==> src/rtl/tetris_pkg.sv <==
// Shared playfield constants, score table and scanner state type.
//   BG_COLOR  : colour word of an empty cell
//   ROWS/COLS : default playfield geometry
//   SCORE_n   : points awarded for n lines cleared in one scan (4+ capped)
//   scan_state_e : row scanner FSM states
package tetris_pkg;

  parameter logic [15:0] BG_COLOR = 16'h0000;
  parameter int          ROWS     = 20;
  parameter int          COLS     = 10;

  parameter logic [10:0] SCORE_1 = 11'd40;
  parameter logic [10:0] SCORE_2 = 11'd100;
  parameter logic [10:0] SCORE_3 = 11'd300;
  parameter logic [10:0] SCORE_4 = 11'd1200;

  typedef enum logic [2:0] {
    IDLE,
    ISSUE,
    WAIT,
    EVAL,
    NEXT,
    FIN,
    ABORT
  } scan_state_e;

  // Points for a given number of full rows; anything beyond four pays the
  // four-line amount.
  function automatic logic [10:0] score_for(input logic [4:0] lines);
    case (lines)
      5'd0:    score_for = 11'd0;
      5'd1:    score_for = SCORE_1;
      5'd2:    score_for = SCORE_2;
      5'd3:    score_for = SCORE_3;
      default: score_for = SCORE_4;
    endcase
  endfunction

endpackage

==> src/rtl/row_full_check.sv <==
// Combinational full-row detector.
//   words : COLS captured cell colour words of one row
//   full  : 1 when no word equals the background colour
module row_full_check
  import tetris_pkg::BG_COLOR;
#(
  parameter int COLS = tetris_pkg::COLS
) (
  input  logic [COLS-1:0][15:0] words,
  output logic                  full
);

  // NOTE: the output gets a default before the loop so every path assigns it;
  // without that default an always_comb infers a latch.
  always_comb begin
    full = 1'b1;
    for (int i = 0; i < COLS; i++) begin
      if (words[i] == BG_COLOR) full = 1'b0;
    end
  end

endmodule

==> src/rtl/row_scanner.sv <==
// Playfield row scanner: after a piece locks, requests each row from the
// row-read stage bottom to top, flags full rows, and reports score and a
// saturating line total. Unanswered requests are re-issued and eventually
// abort the scan.
//   clk, reset   : clock, asynchronous active-low reset
//   start        : one-cycle scan request (ignored while busy)
//   row_ready    : row-read response pulse, read_reg valid with it
//   read_reg     : COLS x 16-bit cell colour words of the requested row
//   row_ld, row  : one-cycle row request and its (stable) row index
//   busy         : scan in progress
//   done, err    : one-cycle completion / abort pulses
//   full_rows    : bit r set when row r is full (valid from done)
//   full_count   : number of full rows
//   score_add    : points for this scan
//   lines_total  : running line total, saturating at 16'hFFFF
module row_scanner #(
  parameter int ROWS      = tetris_pkg::ROWS,
  parameter int COLS      = tetris_pkg::COLS,
  parameter int RETRY_CYC = 1024,
  parameter int MAX_RETRY = 3
) (
  input  logic                  clk,
  input  logic                  reset,
  input  logic                  start,
  input  logic                  row_ready,
  input  logic [COLS-1:0][15:0] read_reg,
  output logic                  row_ld,
  output logic [7:0]            row,
  output logic                  busy,
  output logic                  done,
  output logic                  err,
  output logic [ROWS-1:0]       full_rows,
  output logic [4:0]            full_count,
  output logic [10:0]           score_add,
  output logic [15:0]           lines_total
);

  import tetris_pkg::scan_state_e, tetris_pkg::score_for;
  import tetris_pkg::IDLE, tetris_pkg::ISSUE, tetris_pkg::WAIT, tetris_pkg::EVAL;
  import tetris_pkg::NEXT, tetris_pkg::FIN, tetris_pkg::ABORT;

  localparam int TW = $clog2(RETRY_CYC);
  localparam int RW = $clog2(MAX_RETRY + 1);
  localparam int IW = $clog2(ROWS);

  scan_state_e           state;
  logic [TW-1:0]         timer;
  logic [RW-1:0]         retry;
  logic [COLS-1:0][15:0] row_buf;
  logic                  row_full;
  logic [16:0]           lines_sum;

  row_full_check #(.COLS(COLS)) u_full_check (
    .words (row_buf),
    .full  (row_full)
  );

  assign lines_sum = {1'b0, lines_total} + {12'd0, full_count};

  // The timer counts cycles since the current row_ld (0 in the ISSUE cycle),
  // so successive re-issues of one row are exactly RETRY_CYC cycles apart.
  // NOTE: all state here is assigned with non-blocking <= so every register
  // samples the pre-edge values; blocking = would create order dependence.
  always_ff @(posedge clk or negedge reset) begin
    if (!reset) begin
      state       <= IDLE;
      timer       <= '0;
      retry       <= '0;
      // NOTE: the row buffer is ordinary flops, not a RAM, so clearing it on
      // reset is cheap and keeps a stale row from ever being evaluated.
      row_buf     <= '0;
      row_ld      <= 1'b0;
      row         <= '0;
      busy        <= 1'b0;
      done        <= 1'b0;
      err         <= 1'b0;
      full_rows   <= '0;
      full_count  <= '0;
      score_add   <= '0;
      lines_total <= '0;
    end else begin
      row_ld <= 1'b0;
      done   <= 1'b0;
      err    <= 1'b0;
      case (state)
        IDLE: begin
          // row_ready arriving with start is deliberately not looked at here.
          if (start) begin
            full_rows  <= '0;
            full_count <= '0;
            row        <= 8'(ROWS - 1);
            retry      <= '0;
            timer      <= '0;
            busy       <= 1'b1;
            row_ld     <= 1'b1;
            state      <= ISSUE;
          end
        end
        ISSUE: begin
          timer <= timer + 1'b1;
          state <= WAIT;
        end
        WAIT: begin
          if (row_ready) begin
            row_buf <= read_reg;
            state   <= EVAL;
          end else if (timer == TW'(RETRY_CYC - 1)) begin
            if (retry == RW'(MAX_RETRY)) begin
              state <= ABORT;
            end else begin
              retry  <= retry + 1'b1;
              timer  <= '0;
              row_ld <= 1'b1;
              state  <= ISSUE;
            end
          end else begin
            timer <= timer + 1'b1;
          end
        end
        EVAL: begin
          if (row_full) begin
            full_rows[row[IW-1:0]] <= 1'b1;
            full_count             <= full_count + 5'd1;
          end
          state <= NEXT;
        end
        NEXT: begin
          if (row == '0) begin
            state <= FIN;
          end else begin
            row    <= row - 8'd1;
            retry  <= '0;
            timer  <= '0;
            row_ld <= 1'b1;
            state  <= ISSUE;
          end
        end
        FIN: begin
          score_add   <= score_for(full_count);
          lines_total <= lines_sum[16] ? 16'hFFFF : lines_sum[15:0];
          done        <= 1'b1;
          busy        <= 1'b0;
          state       <= IDLE;
        end
        ABORT: begin
          err        <= 1'b1;
          full_rows  <= '0;
          full_count <= '0;
          score_add  <= '0;
          busy       <= 1'b0;
          state      <= IDLE;
        end
        default: state <= IDLE;
      endcase
    end
  end

endmodule

==> config.mk <==
export PLATFORM = sky130hd
export DESIGN_NAME = row_scanner
export DESIGN_NICKNAME = d
export VERILOG_FILES = /design/src/rtl/tetris_pkg.sv /design/src/rtl/row_full_check.sv /design/src/rtl/row_scanner.sv
export SDC_FILE = /design/constraint.sdc
export NUM_CORES = 1
export LEC_CHECK = 0
export ABC_CLOCK_PERIOD_IN_PS = 4620
export CAP_MARGIN = 0
export CORE_MARGIN = 2
export CORE_UTILIZATION = 50
export CTS_CLUSTER_DIAMETER = 100
export DETAILED_ROUTE_END_ITERATION = 10
export PLACE_DENSITY = 0.84
export SYNTH_ARGS = -nofsm -noshare
export SYNTH_HDL_FRONTEND = slang
export SYNTH_SLANG_ARGS = --single-unit
==> constraint.sdc <==
create_clock -name clk -period 4.62 [get_ports clk]
set_clock_uncertainty 0.15 [all_clocks]
set_input_delay 0.693 -clock clk [delete_from_list [all_inputs] [get_ports clk]]
set_output_delay 0.693 -clock clk [all_outputs]
set_load 0.01 [all_outputs]
* Yosys cells after proc, flatten, opt, wreduce, memory -nomap -nowiden *
Cells that the tools add are included.

word-level totals
  register bits after elaboration = 239
  bits of input ports = 164
  output and inout port bits = 64

operators by class
  $add $sub $neg = 5
  $lt $le $gt $ge = 2
  equal/unequal tests = 19
  mux-type cells = 52
  bitwise logic cells = 1
  reduce and logical (&&, ||, !) cells = 28

operators with widths
  cell                                                             number
  16-bit zero test                                                 10
  20-bit one-hot mux with 3 select lines                           1
  10-bit two-way mux                                               5
  11-bit one-hot mux with 4 select lines                           1
  20-bit two-way mux                                               2
  10-bit one-hot mux with 4 select lines                           1
  11-bit one-hot mux with 2 select lines                           1
  20-bit bitwise OR                                                1
  1-bit two-way mux                                                19
  16-bit by 5-bit adder with 17-bit output                         1
  16-bit two-way mux                                               1
  8-bit two-way mux                                                2
  8-bit one-hot mux with 2 select lines                            1
  3-bit two-way mux                                                5
  3-bit one-hot mux with 5 select lines                            1
  5-bit one-hot mux with 3 select lines                            1
  2-bit inequality test, second input constant                     6
  10-bit by 1-bit adder with 10-bit output, second input constant  1
  10-bit == test, second input constant                            1
  5-bit by 2-bit == test with 1-bit output, second input constant  2
  2-bit two-way mux                                                5
  5-bit two-way mux                                                2
  3-bit == test, second input constant                             3
  8-bit zero test                                                  1
  25 further kinds                                                 33

* Depth between registers and ports, before layout *
  depth in word-level cells = 13
  mapped depth = 10

* Modules after synthesis *
A second synthesis with hierarchy kept.

second synthesis, totals
  cells, all modules = 777
  area total of the unflattened synthesis = 9,995.8 um^2

by module, submodules not included
  module          times used  cells each  area each (um^2)  seq. area each (um^2)
  row_scanner     1           722         9,659.3           5,855.6
  row_full_check  1           55          336.6             0.0

* Least setup slack after synthesis *
OpenSTA, ideal clock, no wires.

  path kind = register -> register
  from = register full_count[0]
  to = register lines_total[14]
  arrival time = 2.406 ns
  required time = 4.345 ns
  slack = 1.940 ns
  cell stages (with the launch flop) = 10
  clock period less this slack = 2.680 ns
  cell sequence = dfrtp_1 > ha_1 > inv_1 > fa_1 > nor2b_1 > o21ai_0 > a21boi_0 > o21ai_1 > nor3_1 > mux2_2

between the ends
  cells in the longest elaborated chain, start to end = 2

RTL lines
  element                                   RTL line            source
  from (decl)                               row_scanner.sv:33   output logic [4:0] full_count,
  from (signal assigned)                    row_scanner.sv:123  full_count <= full_count + 5'd1;
  16-bit by 5-bit adder with 17-bit output  row_scanner.sv:58   assign lines_sum = {1'b0, lines_total} + {12'd0, full_count};
  16-bit two-way mux                        row_scanner.sv:140  lines_total <= lines_sum[16] ? 16'hFFFF : lines_sum[15:0];
  to (signal assigned)                      row_scanner.sv:140
  to (decl)                                 row_scanner.sv:35   output logic [15:0] lines_total

No other way between the ends.
A chain may end at the register's enable or synchronous reset.

* Worst setup path in the final report *
Same ends and word-level chain as after synthesis.

==> key figures <==
Clock network
  – Post_cts resized: 0
  – CTS Buf Count: 25
  – CTS H-tree depth: 1
  – CTS root buf: clkbuf_16
  – Worst-path clk slew: 60 ps
  – Num Clock Sinks: 234
  – Post-CTS Setup Bufs: 0
  – CTS tree: built
  – Hold-fix buffers, CTS: 0
  – Clk_lat worst skew: 510 ps
  – CTS max path bufs: 3

Routing
  – DR iter-0 viols: 289
  – Antenna viol nets, final: 0
  – DR vias: 7179
  – Vias per Instance: 5.539
  – Wirelength per Cell: 19.25 um
  – Drt drc: 0
  – Detailed Route WL: 24950 um
  – DRT Pass-1 Iters: 5

Finish
  – Fraction of layout cells with a size suffix above 1: 22.99%
  – NumNets Final: 1193
  – Area Overhead vs Synth: 33.69%
  – # fillers: 1383
  – Antenna fix cells: 0
  – Final Core Density: 68.56%
  – Area of the multi-input gates: 3976 um2
  – FF/Latch Area: 5856 um2

STA
  – Final setup fails: 0
  – Tcrit/Tclk final: 64.61%
  – Final Hold Fails: 0
  – Clock period minus worst slack: 2985 ps
  – Worst-Margin Slew: 958.7 ps
  – Rel. slew slack: 35.18%
  – Fin Setup TNS: 0 ps
  – Achievable Freq: 335.0 MHz
  – Fin. max-slew vios: 0
  – RSZ-0062 raised after global routing: false

Synth
  – Post-synth top area cell: dfrtp_1
  – Top-area cell type share of the netlist area: 58.09%
  – Synth warn: 0
  – Largest cells by area after synthesis: dfrtp_1, mux2_2, nor4_1
  – Synthesized flop and latch total: 234
  – Syn Area/Cell: 12.78 um2
  – Dominant synthesized flop cell: dfrtp_1
  – Sequential area share after synthesis: 58.09%
  – Mapped Area: 10080 um2
  – Cell variety after synth: 58
  – EDFF count, synth: 0
  – Most instantiated cells after synthesis: dfrtp_1, mux2_2, nor2_1, nor4_1, nand2_1
  – Mapped Cells: 789
  – Async SR Flop Fraction: 100.0%
  – Most frequent cell after synthesis: dfrtp_1

Floorplan
  – I/O pins: 228
  – Starting Density: 51.29%
  – Die area: 21310 um2
  – Core area: 19650 um2
  – Die Ht: 146.0 um
  – # rows: 51
  – Horiz. Die Dim: 146.0 um

Global route
  – First-pass GRT wire length: 40150 um
  – GRT Total Usage: 23.35%
  – Most Crowded Layer GR: met2
  – Gr ovfl total: 0
  – Global routing usage on met1: 30.27%
  – Initial antenna violation count: 1
  – Global routing usage on met2: 40.35%
  – M3 GR Usage: 5.611%
  – Largest net degree at the start of global routing: 144
  – Vias in the first global route: 7510

Setup path
  – CP Capture Type: flip-flop
  – Reg2reg end: lines_total[14]
  – Slowest-stage cell, CP: dfrtp_1
  – Worst EP required: 4860 ps
  – WP data arrival: 3220 ps
  – Crit start category: flip-flop
  – Max FO, Critical Path: 8
  – Crit path largest cell delay: 490 ps
  – R2R setup slack: 1630 ps
  – Critical path, cell by cell: ha_1, inv_1, fa_1, nor2b_1, o21ai_0, a21boi_0, o21ai_1, nor3_1, mux2_2
  – Worst r2r src: full_count[0]
  – Path type of the worst setup path: reg -> reg
  – Reg2Reg Depth: 9

Power and ir drop
  – Switch Pwr: 2320 uW
  – Clock power frac: 27.7%
  – Gate power share: 28.4%
  – Internal: 5588 uW
  – Switching Share: 29.34%
  – Static leakage: 0.005667 uW
  – Flop pwr share: 43.9%
  – PwrDens: 586.9 nW/um2
  – Worst vdd ir: 0.3982 mV
  – Total power: 7909 uW

Hold path
  – Worst Hold Class: in -> async

Placed design
  – Post-DP HPWL: 17120 um
  – Port bufs: 224
  – RD Place Congestion: 0.8162

Run
  – Max Cap Viol: 0

Run status
  – Status: finished, final reports clean
## sequential cells by signal, summed over array words and instances, names as in the netlist
signal       flops
row_buf        160
retry            2
full_count       5
timer           10
state            3
score_add        6
done             1
busy             1
err              1
lines_total     16
row_ld           1
full_rows       20
row              8
## placed cells by master (no fill, tap or decap), types with 4 or more instances in the layout
cell type,Yosys,routed
inv_1,18,18
a21oi_1,15,15
o31ai_1,5,5
nand4_1,15,15
xor2_1,4,4
clkbuf_16,0,25
or3_1,4,4
clkdlybuf4s50_1,0,223
nor3_1,12,12
mux2i_1,7,7
buf_4,7,5
xnor2_1,4,4
a22o_1,4,4
nor2b_1,5,5
clkinvlp_4,0,5
nor2_1,49,49
ha_1,15,15
and3_1,7,6
nand3_1,13,13
a31oi_1,21,21
bufinv_16,0,6
mux2_2,168,168
o21ai_0,14,14
nor4_1,45,43
nand2_1,40,40
dfrtp_1,234,234
## worst max-delay path: cells and delay by family (launching register included)
kind                       cells  cell delay, ps
and+or+nand+nor                2             390
adders and majority gates      2             600
muxes                          1             350
buffers and inverters          1              60
AOI/OAI and AO/OA              3             820
DFF                            1             490
## cell families after synthesis
kind of cell	Yosys count	share of synthesized area [%]
mux	177	19.76
fa+ha+maj	16	2.061
xor+xnor	8	0.6951
simple gates	217	11.47
compound gates	81	5.176
flops	234	58.09
other cells	1	0.03720
buf+inv	55	2.706
## area by class of cell
cell class | count | share of cell area, %
clock inverter | 15 | 1.792
multi-input combinational | 502 | 29.51
clock buffer | 30 | 5.005
sequential | 234 | 43.45
tap | 265 | 2.461
timing repair buffer | 231 | 17.25
inverter | 19 | 0.5292
## worst max-delay path by stage
stage / cells past startpoint / slack, ps / endpoint / startpoint
2_1_floorplan: 9 / 1940 / lines_total[14] / full_count[0]
3_3_place_gp: 4 / 1610 / row_buf[100] / row_ready
3_5_place_dp: 4 / 1560 / row_buf[137] / row_ready
4_1_cts: 9 / 1630 / lines_total[14] / full_count[0]
5_1_grt: 9 / 1380 / lines_total[14] / full_count[0]
6_report: 9 / 1630 / lines_total[14] / full_count[0]
## metrics by stage
stage / setup WS [ps] / instance area (um2) / std cells / hold WS, ps
5_1_grt: 1375 / 13480 / 1296 / 224.3
3_3_place_gp: 1609 / 12560 / 1251 / 308.5
4_1_cts: 1629 / 13480 / 1296 / 172.2
3_5_place_dp: 1562 / 12560 / 1251 / 310.7
2_1_floorplan: 1940 / 10090 / 791 / 247.4
6_report: 1635 / 13480 / 1296 / 136.3
## per-layer routing
metal,up-vias,routed length (um)
met2,216,12390
li1,3305,-
met1,3626,10370
met5,-,13
met4,2,382
met3,30,1785
## power groups by stage
| stage | combinational, uW | sequential, uW | clock, uW |
|---|---|---|---|
| floorplan | 1620 | 3310 | 0 |
| global placement | 2140 | 3430 | 0 |
| detailed placement | 2240 | 3480 | 0 |
| CTS | 2270 | 3470 | 2230 |
| global route | 2480 | 3570 | 2320 |
| finish | 2250 | 3470 | 2190 |
Note: power is estimated with default switching activity, not from simulation.
